===== config.mk =====
export PLATFORM = sky130hd
export DESIGN_NAME = ahb_master
export DESIGN_NICKNAME = d
export VERILOG_FILES = /design/src/rtl/ahb_master.sv
export SDC_FILE = /design/constraint.sdc
export NUM_CORES = 1
export LEC_CHECK = 0
export CORE_MARGIN = 10
export CORE_UTILIZATION = 45
export DETAILED_ROUTE_END_ITERATION = 8
export PLACE_DENSITY = 0.81
export SLEW_MARGIN = 20
export SYNTH_ARGS = -nofsm -noshare
export SYNTH_HDL_FRONTEND = slang
export SYNTH_SLANG_ARGS = --single-unit

===== constraint.sdc =====
create_clock -name HCLK -period 3.8 [get_ports HCLK]
set_input_delay 0.76 -clock HCLK [delete_from_list [all_inputs] [get_ports HCLK]]
set_output_delay 0.76 -clock HCLK [all_outputs]
set_load 0.1 [all_outputs]

===== src/rtl/ahb_master.sv =====
// AHB-Lite initiator: turns single or INCR4 client requests into pipelined
// AHB-Lite transfers, handling slave wait states and the two-cycle ERROR response.
module ahb_master (
  input  logic        HCLK,
  input  logic        HRESETn,
  input  logic        HREADY,
  input  logic        HRESP,
  input  logic [31:0] HRDATA,
  output logic [31:0] HADDR,
  output logic [31:0] HWDATA,
  output logic [1:0]  HTRANS,
  output logic        HWRITE,
  output logic [2:0]  HSIZE,
  output logic [2:0]  HBURST,
  output logic [3:0]  HPROT,
  output logic        HMASTLOCK,
  input  logic        req,
  input  logic        req_write,
  input  logic [31:0] req_addr,
  input  logic [2:0]  req_size,
  input  logic        req_burst4,
  input  logic [31:0] wdata,
  output logic        wdata_take,
  output logic        busy,
  output logic [31:0] rdata,
  output logic        rvalid,
  output logic        done,
  output logic        error,
  output logic [2:0]  dbg_state_o
);

  localparam logic [2:0] S_IDLE = 3'd0;
  localparam logic [2:0] S_ADDR = 3'd1;
  localparam logic [2:0] S_PIPE = 3'd2;
  localparam logic [2:0] S_LAST = 3'd3;
  localparam logic [2:0] S_ERR2 = 3'd4;

  localparam logic [1:0] TR_IDLE   = 2'b00;
  localparam logic [1:0] TR_NONSEQ = 2'b10;
  localparam logic [1:0] TR_SEQ    = 2'b11;

  logic [2:0]  state_q, state_d;
  logic [31:0] haddr_q, haddr_d;
  logic [31:0] hwdata_q, hwdata_d;
  logic        hwrite_q, hwrite_d;
  logic [2:0]  hsize_q, hsize_d;
  logic        burst4_q, burst4_d;
  logic [1:0]  beat_q, beat_d;
  logic        busy_q, busy_d;
  logic [31:0] rdata_q, rdata_d;
  logic        rvalid_q, rvalid_d;
  logic        done_q, done_d;
  logic        error_q, error_d;

  logic        accept;
  logic        misaligned;
  logic        crosses_1k;
  logic        illegal;
  logic [11:0] span_end;
  logic [31:0] addr_inc;
  logic        data_phase;
  logic        err_first;

  assign accept     = (state_q == S_IDLE) && !busy_q && req;
  assign misaligned = ((req_size == 3'd1) && req_addr[0]) ||
                      ((req_size == 3'd2) && (req_addr[1:0] != 2'b00));
  // Four beats of 2^size bytes must end at or before the next 1KB line.
  assign span_end   = {2'b00, req_addr[9:0]} + (12'd4 << req_size);
  assign crosses_1k = req_burst4 && (span_end > 12'd1024);
  assign illegal    = (req_size > 3'd2) || misaligned || crosses_1k;

  assign addr_inc   = 32'd1 << hsize_q;
  assign data_phase = (state_q == S_PIPE) || (state_q == S_LAST);
  assign err_first  = data_phase && HRESP && !HREADY;

  // First ERROR cycle must already show IDLE, cancelling the pending SEQ beat.
  always_comb begin
    HTRANS = TR_IDLE;
    case (state_q)
      S_ADDR:  HTRANS = TR_NONSEQ;
      S_PIPE:  HTRANS = err_first ? TR_IDLE : TR_SEQ;
      default: HTRANS = TR_IDLE;
    endcase
  end

  assign wdata_take = hwrite_q && HREADY &&
                      ((state_q == S_ADDR) || ((state_q == S_PIPE) && !HRESP));

  always_comb begin
    state_d  = state_q;
    haddr_d  = haddr_q;
    hwdata_d = hwdata_q;
    hwrite_d = hwrite_q;
    hsize_d  = hsize_q;
    burst4_d = burst4_q;
    beat_d   = beat_q;
    busy_d   = busy_q;
    rdata_d  = rdata_q;
    rvalid_d = 1'b0;
    done_d   = 1'b0;
    error_d  = 1'b0;
    if (done_q) busy_d = 1'b0;
    case (state_q)
      S_IDLE: begin
        if (accept) begin
          if (illegal) begin
            done_d  = 1'b1;
            error_d = 1'b1;
          end else begin
            state_d  = S_ADDR;
            haddr_d  = req_addr;
            hsize_d  = req_size;
            hwrite_d = req_write;
            burst4_d = req_burst4;
            beat_d   = 2'd0;
            busy_d   = 1'b1;
          end
        end
      end
      S_ADDR: begin
        if (HREADY) begin
          haddr_d = haddr_q + addr_inc;
          beat_d  = beat_q + 2'd1;
          if (hwrite_q) hwdata_d = wdata;
          state_d = burst4_q ? S_PIPE : S_LAST;
        end
      end
      S_PIPE, S_LAST: begin
        if (HRESP) begin
          if (HREADY) begin
            state_d = S_IDLE;
            done_d  = 1'b1;
            error_d = 1'b1;
          end else begin
            state_d = S_ERR2;
          end
        end else if (HREADY) begin
          if (!hwrite_q) begin
            rdata_d  = HRDATA;
            rvalid_d = 1'b1;
          end
          if (state_q == S_LAST) begin
            state_d = S_IDLE;
            done_d  = 1'b1;
          end else begin
            haddr_d = haddr_q + addr_inc;
            beat_d  = beat_q + 2'd1;
            if (hwrite_q) hwdata_d = wdata;
            state_d = (beat_q == 2'd3) ? S_LAST : S_PIPE;
          end
        end
      end
      S_ERR2: begin
        if (HREADY) begin
          state_d = S_IDLE;
          done_d  = 1'b1;
          error_d = 1'b1;
        end
      end
      default: state_d = S_IDLE;
    endcase
  end

  always_ff @(posedge HCLK or negedge HRESETn) begin
    if (!HRESETn) begin
      state_q  <= S_IDLE;
      haddr_q  <= 32'd0;
      hwdata_q <= 32'd0;
      hwrite_q <= 1'b0;
      hsize_q  <= 3'd0;
      burst4_q <= 1'b0;
      beat_q   <= 2'd0;
      busy_q   <= 1'b0;
      rdata_q  <= 32'd0;
      rvalid_q <= 1'b0;
      done_q   <= 1'b0;
      error_q  <= 1'b0;
    end else begin
      state_q  <= state_d;
      haddr_q  <= haddr_d;
      hwdata_q <= hwdata_d;
      hwrite_q <= hwrite_d;
      hsize_q  <= hsize_d;
      burst4_q <= burst4_d;
      beat_q   <= beat_d;
      busy_q   <= busy_d;
      rdata_q  <= rdata_d;
      rvalid_q <= rvalid_d;
      done_q   <= done_d;
      error_q  <= error_d;
    end
  end

  assign HADDR       = haddr_q;
  assign HWDATA      = hwdata_q;
  assign HWRITE      = hwrite_q;
  assign HSIZE       = hsize_q;
  assign HBURST      = burst4_q ? 3'b011 : 3'b000;
  assign HPROT       = 4'b0011;
  assign HMASTLOCK   = 1'b0;
  assign busy        = busy_q;
  assign rdata       = rdata_q;
  assign rvalid      = rvalid_q;
  assign done        = done_q;
  assign error       = error_q;
  assign dbg_state_o = state_q;

endmodule


======== After elaboration in Yosys (flattened, before gate mapping) ========
Index checks and enable logic that the tools add are counted.
operators by class
  eq/ne operators ......................... 15
  reductions and logical operators ........ 28
  shift operators ......................... 2
  add/subtract/negate cells ............... 3
  bitwise logic cells ..................... 3
  mux-type cells .......................... 51
  magnitude comparators ................... 2
operators by type and width
  operator                                                          count
  2-to-1 mux 32 bit                                                 11
  case mux 32 bit (3 select lines)                                  1
  case mux 32 bit (2 select lines)                                  1
  adder 32 bit                                                      1
  << shifter 1 x 3 -> 32 bit (first input constant)                 1
  2-to-1 mux 3 bit                                                  7
  2-to-1 mux 2 bit                                                  9
  2-to-1 mux 1 bit                                                  17
  != test 2 bit (second input constant)                             7
  adder 10 x 12 -> 12 bit                                           1
  greater-than comparator 12 x 11 -> 1 bit (second input constant)  1
  case mux 3 bit (4 select lines)                                   1
  << shifter 3 x 3 -> 12 bit (first input constant)                 1
  logical AND 1 bit                                                 10
  AND reduction 5 bit                                               2
  == test 3 x 2 -> 1 bit (second input constant)                    3
  AND reduction 7 bit                                               1
  == test 3 x 1 -> 1 bit (second input constant)                    2
  case mux 1 bit (3 select lines)                                   2
  case mux 2 bit (3 select lines)                                   1
  logical OR 1 bit                                                  5
  case mux 2 bit (2 select lines)                                   1
  AND reduction 4 bit                                               1
  nonzero test 2 bit                                                2
  other kinds (11)                                                  15
storage, ports and cells
  flip-flop bits (word level) ............. 110

======== Longest topological paths before layout ========
Gate-level depths: netlist of run 1.
  word-level depth ........................ 8
  depth in mapped cells ................... 14
  mapped depth without buffers ............ 12

======== Worst setup path after synthesis of run 1 ========
OpenSTA, ideal clock, no wires.
  path kind ............................... in2reg
  start ................................... input port req_size[0]
  end ..................................... register hsize_q[1] (netlist: HSIZE[1])
  path slack .............................. 0.076 ns
  library setup time ...................... 0.126 ns
  data arrival time ....................... 3.598 ns
  required time ........................... 3.674 ns
  stages on the path ...................... 11
  cells stage by stage .................... clkbuf_1 -> nor3b_1 -> inv_1 -> fa_1 -> or4b_1 -> a221oi_1 -> nand4_1 -> nor4_2 -> a21boi_2 -> nor3_4 -> mux2_2
between the ends
  longest elaborated chain between the ends .. 7
ends and longest elaborated chain
  element                                                                              line    RTL
  from (decl)                                                                          20      input logic [2:0] req_size,
  << shifter 3 x 3 -> 12 bit, or another cell as far along                             68      assign span_end = {2'b00, req_addr[9:0]} + (12'd4 << req_size);
  adder 10 x 12 -> 12 bit, or another cell as far along                                68
  greater-than comparator 12 x 11 -> 1 bit / logical OR 1 bit (equally long branches)  69, 65
  logical AND 1 bit / logical OR 1 bit (equally long branches)                         69, 70
  logical OR 1 bit (*)                                                                 70      assign illegal = (req_size > 3'd2) || misaligned || crosses_1k;
  inverter 1 bit (no line) (*)                                                         n/a
  AND reduction 3 bit (no line) (*)                                                    n/a
  to (signal assigned)                                                                 183     hsize_q <= hsize_d;
  to (decl)                                                                            46      logic [2:0] hsize_q, hsize_d;
Mark *: on every way between the ends. The rest lies on a longest branch, timed or not.
A chain may end at the register's enable or synchronous reset.

======== Final worst setup path of run 1 ========
  start ................................... input port req_size[2]
  end ..................................... register hsize_q[1] (netlist: HSIZE[1])
The elaborated chain is that of the path after synthesis.

==> run summary, run 1 <==
Synth-to-Final Area Change: 47.01%
via count: 5,801
Placed Cells: 1,090
antenna cell count: 0
final wirelength: 19,050 um
DPL Wire Length: 14,470 um
clk root buf: clkbuf_16
Post-Syn Area: 5946 um2
Layout Cells excl Fill: 1,107
largest net degree at the start of global routing: 59
clock skew: 0.008537 ns
Tmin final: 3.507 ns
H-tree levels: 3
clk sinks: 110
R2R depth: 11
Post-synth ARST share: 100.0%
Post-Synthesis Cells: 710
Total Routing Usage GR: 20.20%
first-pass GRT wire length: 29,770 um
startpoint types: input port
crit end category: flop
WP data arrival: 3.74 ns
Yosys reg bits: 110
DRT Pass-1 Iters: 5
number of distinct library cells after synthesis: 67
Die H: 134.9 um
initial antenna violation count: 0
Setup CP Type: in2reg
RSZ-0062 raised after global routing: false
Filler Cell Count: 1,002
Max Cap Violations: 0
Initial DRC Count: 511
post-route cell area: 8741 um2
Starting Density: 46.55%
Slew HR: 30.30%
hold buffers post-CTS: 0
total CTS buffers: 9
Slowest-stage cell, CP: fa_1
Worst Tran Pin Value: 1.044 ns
Longest Clk Path Bufs: 2
die area: 18,210 um2
most common cell after layout, fill and taps aside: nand2_1
Worst Path Required: 4.04 ns
Core Rows: 41
crit-path cells: dlymetal6s2s_1 -> nor3_2 -> ha_2 -> inv_1 -> fa_1 -> or4b_4 -> a221oi_2 -> nand4_1 -> nor4_4 -> a21boi_2 -> nor3_4 -> buf_6 -> mux2_2
IO Count: 224
Routed wire per std cell: 17.21 um
Hold Worst Slack: 0.4728 ns
# setup viols final: 0
width of the die: 134.9 um
Worst-Skew Late Latency: 0.35 ns
endpoints failing hold: 0
crit share post-route: 92.29%
Vias/cell: 5.240
gpl congestion: 0.9261
nets: 1,056
CTS tree: built
hold depth: 2
Post-synth top flop: dfrtp_1
share of layout cells above drive strength 1: 8.556%
Slew Viols, Final: 0
average size of a mapped cell: 8.374 um2
status: finished, final reports clean
sequential fraction of the synthesis area: 46.30%
final antenna-violating net count: 0
Max Clock Freq: 285.1 MHz
Port Buffers: 217
DR DRC count: 0
placed cell areas: 8397 um2
vias in the first global route: 5,554
max incr delay on CP: 0.46 ns
Core ar.: 12,770 um2
CP max FO: 5
EDFF count, synth: 0
most frequent cells in the layout: 246 x nand2_1, 206 x clkdlybuf4s50_1, 110 x dfrtp_1
Hold WC Path Type: reg2reg
setup TNS: 0 ns
YS warnings: 0
gr ovfl total: 0
Clock Pin Slew Worst Setup and Hold Paths: 0.07 ns
-- worst paths after layout --
| path | endpoint | start | slack (ns) |
|---|---|---|---|
| max in group asynchronous | rdata[13]$_DFFE_PN0P_ | HRESETn | 2.55 |
| setup reg to reg | HADDR[21]$_DFFE_PN0P_ | HSIZE[1]$_DFFE_PN0P_ | 0.45 |
| hold reg to reg | rdata[28]$_DFFE_PN0P_ | rdata[28]$_DFFE_PN0P_ | 0.47 |
| min in group asynchronous | HADDR[2]$_DFFE_PN0P_ | HRESETn | 0.49 |
| hold / removal | rdata[28]$_DFFE_PN0P_ | rdata[28]$_DFFE_PN0P_ | 0.47 |
| setup / recovery | HSIZE[1]$_DFFE_PN0P_ | req_size[2] | 0.29 |
-- worst max-delay path: cells and delay by family --
kind	cells	cell delay, ns
simple gates	5	1.34
compound gates	2	0.31
fa+ha+maj	2	0.66
mux	1	0.33
buf+inv	3	0.36
-- cell families after synthesis --
kind of cell / count (synthesis) / synth area share, %
mux: 7 / 1.284
buf+inv: 62 / 4.966
simple gates: 356 / 26.22
fa+ha+maj: 19 / 4.251
compound gates: 147 / 15.83
flops: 110 / 46.30
other cells: 2 / 0.1263
xor+xnor: 7 / 1.031
-- sequential cells by signal, indices dropped and copies added (netlist names) --
register / cells
HADDR: 32
HWDATA: 32
rdata: 32
HSIZE: 3
dbg_state_o: 3
beat_q: 2
HWRITE: 1
burst4_q: 1
busy: 1
done: 1
error: 1
rvalid: 1
-- Yosys cell counts (6+ instances only) --
cell | count | share of area (%)
a21o_1 | 8 | 1.0
a21oi_1 | 56 | 4.7
and3_1 | 11 | 1.2
buf_4 | 12 | 1.5
clkbuf_1 | 23 | 1.5
dfrtp_1 | 110 | 46
ha_1 | 17 | 3.6
inv_1 | 19 | 1.2
nand2_1 | 246 | 16
nand2b_1 | 7 | 0.74
nand3_1 | 15 | 1.3
nor2_1 | 32 | 2.0
nor2b_1 | 6 | 0.63
nor3_1 | 6 | 0.51
o21ai_0 | 24 | 2.0
o22ai_1 | 11 | 1.2
-- area by class of cell --
class                           count  area [um2]  share of cell area, %
Clock buffer                       11       232.7                  2.662
Clock inverter                      4       32.53                 0.3722
Inverter                           19       71.32                 0.8159
Multi-Input combinational cell    542        2958                  33.84
Sequential cell                   110        2753                  31.49
Tap cell                          172       215.2                  2.462
Timing Repair Buffer              249        2479                  28.36
-- through the flow --
step	worst slack, ns	utilization (%)
global route	0.08637	68.43
global placement	-0.2814	65.74
detailed placement	-0.3197	65.74
CTS	0.04699	67.81
floorplan	0.07555	-
finish	0.2930	68.43
-- routing by layer --
| metal | vias up | share of wire [%] | track usage [%] |
|---|---|---|---|
| met5 | - | 0 | 0 |
| met1 | 2754 | 40 | 24.89 |
| met3 | 22 | 7.2 | 4.599 |
| met4 | 0 | 1.9 | 7.536 |
| li1 | 2827 | - | - |
| met2 | 198 | 50 | 33.70 |
-- repair_timing --
item / CTS / global route
resized for setup: 0 / 15
setup buffers: 0 / 2
endpoints found under the setup margin: 0 / 38
Power of run 1 is left out: the tool's default activity adds up to more than one toggle a clock period on the data nets, which glitch-free logic cannot reach.
==> inputs of run 2 (changes only) <==
- CAP_MARGIN: not set -> 20
- CTS_CLUSTER_SIZE: not set -> 12
==> results of run 2 <==
No change in the layout: final DEF, timing and power equal those of run 1.
Power of run 2 is left out for the same reason.
==> inputs of run 3 (changes only) <==
- RECOVER_POWER: not set -> 100
- TNS_END_PERCENT: not set -> 1
- clock period: 3.8 -> 4.16 ns (I/O delays scaled with it)
==> run summary, run 3 (same netlist as run 1, synthesis figures left out) <==
status: finished, violations left (was finished, final reports clean)
failing checks: max-capacitance violations, max-slew violations
most frequent cells in the layout: 246 x nand2_1, 111 x dlygate4sd3_1, 110 x dfrtp_1 (was 246 x nand2_1, 206 x clkdlybuf4s50_1, 110 x dfrtp_1)
RSZ-0062 raised after global routing: false (unchanged)
Die H: 134.9 um (unchanged)
clk sinks: 110 (unchanged)
Sequential Area: 2753 um2 (unchanged)
Total Routing Usage GR: 20.09% (was 20.20%)
Core ar.: 12,770 um2 (unchanged)
most common cell after layout, fill and taps aside: nand2_1 (unchanged)
die area: 18,210 um2 (unchanged)
DRT Pass-1 Iters: 4 (was 5)
width of the die: 134.9 um (unchanged)
Worst Tran Pin Value: 2.876 ns (was 1.044 ns)
Max Clock Freq: 259.7 MHz
Max Cap Violations: 1 (was 0)
vias in the first global route: 5,587 (was 5,554)
Hold Crit Start: rdata[31]$_DFFE_PN0P_ (was rdata[28]$_DFFE_PN0P_)
final antenna-violating net count: 0 (unchanged)
pre-CTS setup slack: -0.1276 ns (was -0.3197 ns)
Slew HR: -91.75% (was 30.30%)
crit share post-route: 92.55%
Hold WC Path Type: reg2reg (unchanged)
Vias/cell: 5.240 (unchanged)
largest net degree at the start of global routing: 56 (was 59)
Worst Path Required: 4.45 ns (was 4.04 ns)
Initial DRC Count: 401 (was 511)
Worst Slack Setup Final: 0.3099 ns (was 0.2930 ns)
WP data arrival: 4.14 ns (was 3.74 ns)
share of layout cells above drive strength 1: 7.074% (was 8.556%)
Routed wire per std cell: 16.91 um (was 17.21 um)
clock skew: 0.008755 ns (was 0.008537 ns)
first-pass GRT wire length: 29,440 um (was 29,770 um)
Port Buffers: 217 (unchanged)
nets: 1,053 (was 1,056)
initial antenna violation count: 2 (was 0)
Synth-to-Final Area Change: 45.54% (was 47.01%)
DR DRC count: 0 (unchanged)
gr ovfl total: 0 (unchanged)
endpoints failing hold: 0 (unchanged)
DPL Wire Length: 14,470 um (about the same)
clk root buf: clkbuf_16 (unchanged)
Filler Cell Count: 1,056 (was 1,002)
startpoint types: input port (unchanged)
grt met3 use: 5.749% (was 4.599%)
via count: 5,801 (unchanged)
final wirelength: 18,720 um (was 19,050 um)
M2 GR Usage: 32.93% (was 33.70%)
gpl congestion: 0.9432 (was 0.9261)
total CTS buffers: 9 (unchanged)
Core Rows: 41 (unchanged)
met1 Usage GRT: 23.91% (was 24.89%)
Setup CP Type: in2reg (unchanged)
Longest Clk Path Bufs: 2 (unchanged)
crit end category: flop (unchanged)
Worst-Skew Late Latency: 0.35 ns (about the same)
FF-to-FF Start: dbg_state_o[2]$_DFFE_PN0P_ (was HSIZE[1]$_DFFE_PN0P_)
area of the multi-input gates: 2929 um2 (was 2958 um2)
Clock Pin Slew Worst Setup and Hold Paths: 0.07 ns (about the same)
Starting Density: 46.55% (unchanged)
critical path launch point: req_size[2] (unchanged)
IO Count: 224 (unchanged)
Tmin final: 3.850 ns
H-tree levels: 3 (unchanged)
Slew Viols, Final: 56 (was 0)
CP max FO: 6 (was 5)
busiest grt layer: met2 (unchanged)
# setup viols final: 0 (unchanged)
CTS tree: built (unchanged)
==> run 3: per-layer routing <==
layer	wire, um	part of all wire, %
met2	9045	48
met1	7625	41
met5	0	0
met4	645	3.4
met3	1404	7.5
==> run 3: final cells by class <==
cell class                      count  share of cell area (%)
Clock inverter                      5                  0.7374
Tap cell                          172                   2.487
Timing Repair Buffer              246                   27.31
Multi-Input combinational cell    542                   33.85
Sequential cell                   110                   31.81
Clock buffer                       11                   2.921
Inverter                           19                  0.8242
Antenna cell                        2                 0.05784
==> run 3: worst max-delay path, cell delays in order <==
cell and delay, ns:
clkdlybuf4s50_1 0.49, nor3_1 0.22, ha_1 0.19, inv_1 0.05
fa_1 0.46, or4b_1 0.42, a221oi_1 0.22, nand4_1 0.19
nor4_4 0.21, a21boi_2 0.12, nor3_4 0.27, buf_4 0.19
a22o_2 0.14, a22o_1 0.13
==> run 3: worst paths after layout <==
| check | endpoint | slack [ns] | cells after the start |
|---|---|---|---|
| worst max-delay path | HADDR[10]$_DFFE_PN0P_ | 0.31 | 14 |
| worst min-delay path | rdata[31]$_DFFE_PN0P_ | 0.47 | 2 |
| worst max register to register | rdata[29]$_DFFE_PN0P_ | 0.80 | 7 |
| worst min register to register | rdata[31]$_DFFE_PN0P_ | 0.47 | 2 |
| max in group asynchronous | HSIZE[1]$_DFFE_PN0P_ | 0.80 | 2 |
| min in group asynchronous | HADDR[12]$_DFFE_PN0P_ | 1.40 | 1 |
==> run 3: stage by stage <==
step | setup TNS [ns] | std cells | cell area [um2] | utilization (%) | hold slack (ns)
2_1_floorplan | 0 | 714 | 5961 | - | 0.4594
3_3_place_gp | -0.1145 | 1088 | 8352 | 65.38 | 0.4557
3_5_place_dp | -0.7806 | 1088 | 8352 | 65.38 | 0.4616
4_1_cts | 0 | 1104 | 8668 | 67.86 | 0.4793
5_1_grt | 0 | 1107 | 8653 | 67.74 | 0.4912
6_report | 0 | 1107 | 8653 | 67.74 | 0.4685
==> run 3: repair_timing <==
| item | CTS | global route |
|---|---|---|
| setup endpoints to repair | 0 | 15 |
| setup buffers | 0 | 0 |
| hold buffers | 0 | 0 |
| gates resized for setup | 0 | 2 |
Power of run 3 is left out for the same reason.
